**src/rtl/adc_frame_reader.sv**
```systemverilog
// +--------------------------------------------------------------------------+
// | adc_frame_reader                                                         |
// | Framed serial ADC deserialiser: NCH daisy-chained DATLEN-bit words,      |
// | channel-tagged, buffered in a FIFO with a valid/ready output.            |
// | Optional: define ADC_FRAME_ERR_EN to build short-frame detection.        |
// | Revision: 1.0                                                            |
// +--------------------------------------------------------------------------+
`default_nettype none

module adc_frame_reader #(
  parameter int DATLEN     = 12,
  parameter int NCH        = 1,
  parameter int FIFO_DEPTH = 4,
  parameter int MSB_FIRST  = 1,
  localparam int CHW       = (NCH > 1) ? $clog2(NCH) : 1
) (
  input  logic              clk,
  input  logic              rst_n,
  input  logic              en,
  input  logic              cs_n,
  input  logic              in,
  output logic [DATLEN-1:0] out_data,
  output logic [CHW-1:0]    out_ch,
  output logic              out_valid,
  input  logic              out_ready,
  input  logic              clr_ovf,
  output logic              ovf,
  output logic              frame_err
);

  localparam int BCW = $clog2(DATLEN);
  localparam int AW  = $clog2(FIFO_DEPTH);
  localparam logic [BCW-1:0] C_LAST_BIT = BCW'(DATLEN - 1);
  localparam logic [CHW-1:0] C_LAST_CH  = CHW'(NCH - 1);

  typedef enum logic [1:0] {
    ST_IDLE  = 2'd0,
    ST_SHIFT = 2'd1,
    ST_DONE  = 2'd2
  } state_t;

  state_t            r_state, w_state_nxt;
  logic [DATLEN-1:0] r_shift, w_shift_nxt, w_shift_in;
  logic [BCW-1:0]    r_bitcnt, w_bitcnt_nxt;
  logic [CHW-1:0]    r_chcnt, w_chcnt_nxt;
  logic              w_push;

  if (MSB_FIRST != 0) begin : g_msb_first
    assign w_shift_in = {r_shift[DATLEN-2:0], in};
  end else begin : g_lsb_first
    assign w_shift_in = {in, r_shift[DATLEN-1:1]};
  end

  always_ff @(posedge clk or negedge rst_n) begin
    if (!rst_n) begin
      r_state  <= ST_IDLE;
      r_shift  <= '0;
      r_bitcnt <= '0;
      r_chcnt  <= '0;
    end else begin
      r_state  <= w_state_nxt;
      r_shift  <= w_shift_nxt;
      r_bitcnt <= w_bitcnt_nxt;
      r_chcnt  <= w_chcnt_nxt;
    end
  end

  // Deselect wins over sampling, so a partial word is never pushed.
  always_comb begin
    w_state_nxt  = r_state;
    w_shift_nxt  = r_shift;
    w_bitcnt_nxt = r_bitcnt;
    w_chcnt_nxt  = r_chcnt;
    w_push       = 1'b0;
    if (cs_n) begin
      w_state_nxt  = ST_IDLE;
      w_shift_nxt  = '0;
      w_bitcnt_nxt = '0;
      w_chcnt_nxt  = '0;
    end else if (en && (r_state != ST_DONE)) begin
      if (r_bitcnt == C_LAST_BIT) begin
        w_push       = 1'b1;
        w_shift_nxt  = '0;
        w_bitcnt_nxt = '0;
        if (r_chcnt == C_LAST_CH) begin
          w_chcnt_nxt = '0;
          w_state_nxt = ST_DONE;
        end else begin
          w_chcnt_nxt = r_chcnt + 1'b1;
          w_state_nxt = ST_SHIFT;
        end
      end else begin
        w_shift_nxt  = w_shift_in;
        w_bitcnt_nxt = r_bitcnt + 1'b1;
        w_state_nxt  = ST_SHIFT;
      end
    end
  end

  logic [DATLEN-1:0] r_mem_data [FIFO_DEPTH];
  logic [CHW-1:0]    r_mem_ch   [FIFO_DEPTH];
  logic [AW:0]       r_wr, r_rd;
  logic              r_ovf;
  logic              w_empty, w_full, w_pop, w_wr_en, w_ovf_set;

  // Pointers carry one extra wrap bit to tell full from empty.
  assign w_empty   = (r_wr == r_rd);
  assign w_full    = (r_wr[AW] != r_rd[AW]) && (r_wr[AW-1:0] == r_rd[AW-1:0]);
  assign w_pop     = !w_empty && out_ready;
  assign w_wr_en   = w_push && (!w_full || w_pop);
  assign w_ovf_set = w_push && w_full && !w_pop;

  always_ff @(posedge clk or negedge rst_n) begin
    if (!rst_n) begin
      r_wr  <= '0;
      r_rd  <= '0;
      r_ovf <= 1'b0;
      for (int i = 0; i < FIFO_DEPTH; i++) begin
        r_mem_data[i] <= '0;
        r_mem_ch[i]   <= '0;
      end
    end else begin
      if (w_wr_en) begin
        r_mem_data[r_wr[AW-1:0]] <= w_shift_in;
        r_mem_ch[r_wr[AW-1:0]]   <= r_chcnt;
        r_wr                     <= r_wr + 1'b1;
      end
      if (w_pop) begin
        r_rd <= r_rd + 1'b1;
      end
      r_ovf <= w_ovf_set || (r_ovf && !clr_ovf);
    end
  end

  assign out_data  = r_mem_data[r_rd[AW-1:0]];
  assign out_ch    = r_mem_ch[r_rd[AW-1:0]];
  assign out_valid = !w_empty;
  assign ovf       = r_ovf;

`ifdef ADC_FRAME_ERR_EN
  // Still in SHIFT means fewer than NCH words arrived before deselect.
  logic r_frame_err;
  always_ff @(posedge clk or negedge rst_n) begin
    if (!rst_n) begin
      r_frame_err <= 1'b0;
    end else begin
      r_frame_err <= cs_n && (r_state == ST_SHIFT);
    end
  end
  assign frame_err = r_frame_err;
`else
  assign frame_err = 1'b0;
`endif

endmodule

`default_nettype wire

```
**config.mk**
```make
export PLATFORM = sky130hd
export DESIGN_NAME = adc_frame_reader
export DESIGN_NICKNAME = d
export VERILOG_FILES = /design/src/rtl/adc_frame_reader.sv
export SDC_FILE = /design/constraint.sdc
export NUM_CORES = 1
export LEC_CHECK = 0
export CORE_ASPECT_RATIO = 0.75
export CORE_UTILIZATION = 65
export CTS_BUF_LIST = sky130_fd_sc_hd__clkbuf_4
export CTS_CLUSTER_DIAMETER = 30
export DETAILED_ROUTE_END_ITERATION = 16
export PLACE_DENSITY = 0.87
export SLEW_MARGIN = 10
export SYNTH_ARGS = -nofsm -noshare
export SYNTH_HDL_FRONTEND = slang
export SYNTH_SLANG_ARGS = --single-unit
```
**constraint.sdc**
```tcl
create_clock -name clk -period 5 [get_ports clk]
set_input_delay 0.75 -clock clk [delete_from_list [all_inputs] [get_ports clk]]
set_output_delay 0.75 -clock clk [all_outputs]
set_load 0.05 [all_outputs]
```
==> flow_summary.json <==
{
  "ios": 23,
  "finalSetupViolCount": 0,
  "p_sw_frac": 0.287,
  "yosys.area_share.adder": 0.0229,
  "syn_area_um2": 3280,
  "skew_ns": 0.00854,
  "synth_top_family_by_area": "multiplexers",
  "cts_tree": "done",
  "ys_async_sr_fraction": 1.00,
  "startpoint_type": "flip-flop",
  "hp-start": "r_state[0]",
  "multi_input_area_um2": 1360,
  "wl_mm": 5.72,
  "drt-initial-drc-count": 101,
  "nFillCells": 251,
  "slew_headroom": 0.227,
  "pre_cts_ws_ns": 1.84,
  "grt.overflow.total": 0,
  "grt_pass1_vias": 2008,
  "reg2reg_to": "r_mem_data[0]",
  "worstMarginPinSlew_ns": 1.16,
  "holdBufCountCts": 0,
  "ys_warn_count": 0,
  "maxSlewViolCount": 0,
  "num_antenna_cells": 0,
  "core_area_um2": 4650,
  "setup_ws_ns": 1.52,
  "final_util": 0.771,
  "fin_nets": 241,
  "hold_class": "reg -> reg",
  "p_seq_frac": 0.579,
  "cts_num_sinks": 72,
  "synth-xor-area-share": 0.0187,
  "portBuffers": 20,
  "wl_per_cell_um": 19.7,
  "ant_nets": 0,
  "ys_ff_latch": 72,
  "regToRegSetupSlack_ns": 2.05,
  "path_class": "reg -> out",
  "grt_setup_unrepaired": "no",
  "clk_latency_ns": 0.42,
  "yosys.cell_types.count": 30,
  "cp.required_ns": 4.25,
  "hpwl_mm": 3.69,
  "failed_checks": "design-rule violations",
  "internal-power_mw": 0.822,
  "r2r_cells": 4,
  "numCtsBuffers": 9,
  "vias": 1814,
  "power.density_nw_per_um2": 322,
  "root_buffer": "clkbuf_4",
  "htreeDepth": 3,
  "drt-pass1-iter-count": 14,
  "pwr-share-clk": 0.299,
  "start_util": 0.704,
  "whs_ns": 0.498,
  "tns_ns": 0,
  "die_h_um": 63.5,
  "holdPathStages": 1,
  "irDropWorstVdd_mv": 0.383,
  "post-cts-setup-buffers": 0,
  "grt.total_usage": 0.254,
  "drive_gt1_frac": 0.365,
  "antenna_found_initial": 0,
  "die_area_um2": 5330,
  "drv_cap": 0,
  "hold_violations": 0,
  "cts_resized": 0,
  "postSynthCellCount": 207,
  "ctsLongestPathBuffers": 2,
  "fp.dieW_um": 84.0,
  "synth_mux_area_frac": 0.271,
  "crit-reg2reg-launch": "r_rd[0]",
  "synth_compound_area_frac": 0.0432,
  "register_area_um2": 1800,
  "fmax_mhz": 287,
  "area_delta_synth_final_pct": 9.43,
  "synth_flop_cell": "dfrtp_1",
  "synth-seq-area-share": 0.550,
  "path_max_fanout": 15,
  "synth-edff-count": 0,
  "syn-mean-instance-area_um2": 15.8,
  "switching_power_mw": 0.331,
  "whs_endpoint": "r_state[0]",
  "cts.clk_slew.worst_paths_ns": 0.11,
  "crit_path_end_kind": "primary output",
  "yosys.area_share.simple": 0.0581,
  "place.gp.congestion": 0.727,
  "min_period_ns": 3.48,
  "grt_max_degree": 73,
  "viasPerCell": 6.26,
  "p_leak_nw": 1.70,
  "status": "complete, but fails checks",
  "grt_pass1_wl_mm": 10.0,
  "cp.arrival_ns": 2.73,
  "p_comb_frac": 0.123,
  "drc": 3,
  "fp-row-count": 21,
  "fin_crit_sh": 0.696
}
## final cells by class
class	count	share of cell area
Sequential cell	72	0.503
Clock buffer	9	0.0188
Clock inverter	7	0.0175
Timing Repair Buffer	21	0.0565
Tap cell	57	0.0199
Inverter	4	0.00419
Multi-Input combinational cell	120	0.380
## worst max path at each step
stage | from | endpoint | slack (ns)
floorplan | r_rd[0] | out_data[10] | 2.80
global placement | en | r_mem_data[1] | 1.94
detailed placement | en | r_mem_data[0] | 1.84
CTS | r_rd[0] | out_data[9] | 1.45
global route | r_rd[0] | out_data[9] | 1.32
finish | r_rd[0] | out_data[9] | 1.52
## cell usage after synthesis, types with 2 or more instances
library cell   n  area (µm²)
nor2_1         4        15.0
nand3_1        5        25.0
nor3b_4        4        75.1
buf_6          4        45.0
a21o_1         2        15.0
mux4_2        12         270
xor2_1         2        17.5
xnor2_1        5        43.8
mux2_4         9         135
nand2_1        4        15.0
buf_4          3        22.5
a22o_1        12         105
inv_1          4        15.0
a21oi_1        3        15.0
mux2_2        42         473
clkbuf_1       2        7.51
dfrtp_1       72        1800
ha_1           6        75.1
## kinds of logic after synthesis
logic type / Yosys count
simple gates: 23
compound gates: 18
mux: 64
xor+xnor: 7
fa+ha+maj: 6
other cells: 1
buf+inv: 16
flops: 72
## power by group through the flow
stage	clock, mW	sequential [mW]	combinational, mW
floorplan	0	0.623	0.154
global placement	0	0.676	0.133
detailed placement	0	0.679	0.142
CTS	0.353	0.668	0.142
global route	0.382	0.676	0.150
finish	0.345	0.667	0.141
## sequential cells by signal, summed over array words and instances, names as in the netlist
signal      flops
r_rd            3
r_wr            3
r_mem_data     48
r_shift        11
r_state         2
ovf             1
r_bitcnt        4
## cell usage in the layout, fill, tap and decap left out, types with 2 or more instances in the layout
master	Yosys	routed
a21o_1	2	2
a21oi_1	3	3
a22o_1	12	12
clkbuf_4	0	9
clkdlybuf4s50_1	0	19
clkinv_1	0	2
clkinv_2	0	2
clkinvlp_4	0	2
conb_1	1	2
dfrtp_1	72	72
ha_1	6	6
inv_1	4	4
mux2_2	42	42
mux2_4	9	9
mux4_2	12	12
nand2_1	4	4
nand3_1	5	5
nor2_1	4	4
nor3b_4	4	4
xnor2_1	5	5
xor2_1	2	2
## critical path, stage by stage (launching register included)
cell and delay (ns):
dfrtp_1 0.98, mux4_2 0.62, clkdlybuf4s50_1 0.72
## metal layers
layer	vias to the layer above	wire, µm	GRT usage
met5	-	0	0
met4	0	48	0.0668
met3	7	233	0.0957
met2	46	2840	0.416
met1	960	2600	0.324
li1	801	-	-
## stage by stage
step                      instance area, µm²  std cells  power [mW]
after global placement                  3450        274       0.809
after CTS                               3580        290        1.16
after detailed placement                3450        274       0.821
final                                   3580        290        1.15
after global routing                    3580        290        1.21
after floorplan                         3280        208       0.776
No activity file was read; power rests on OpenSTA's default activity.
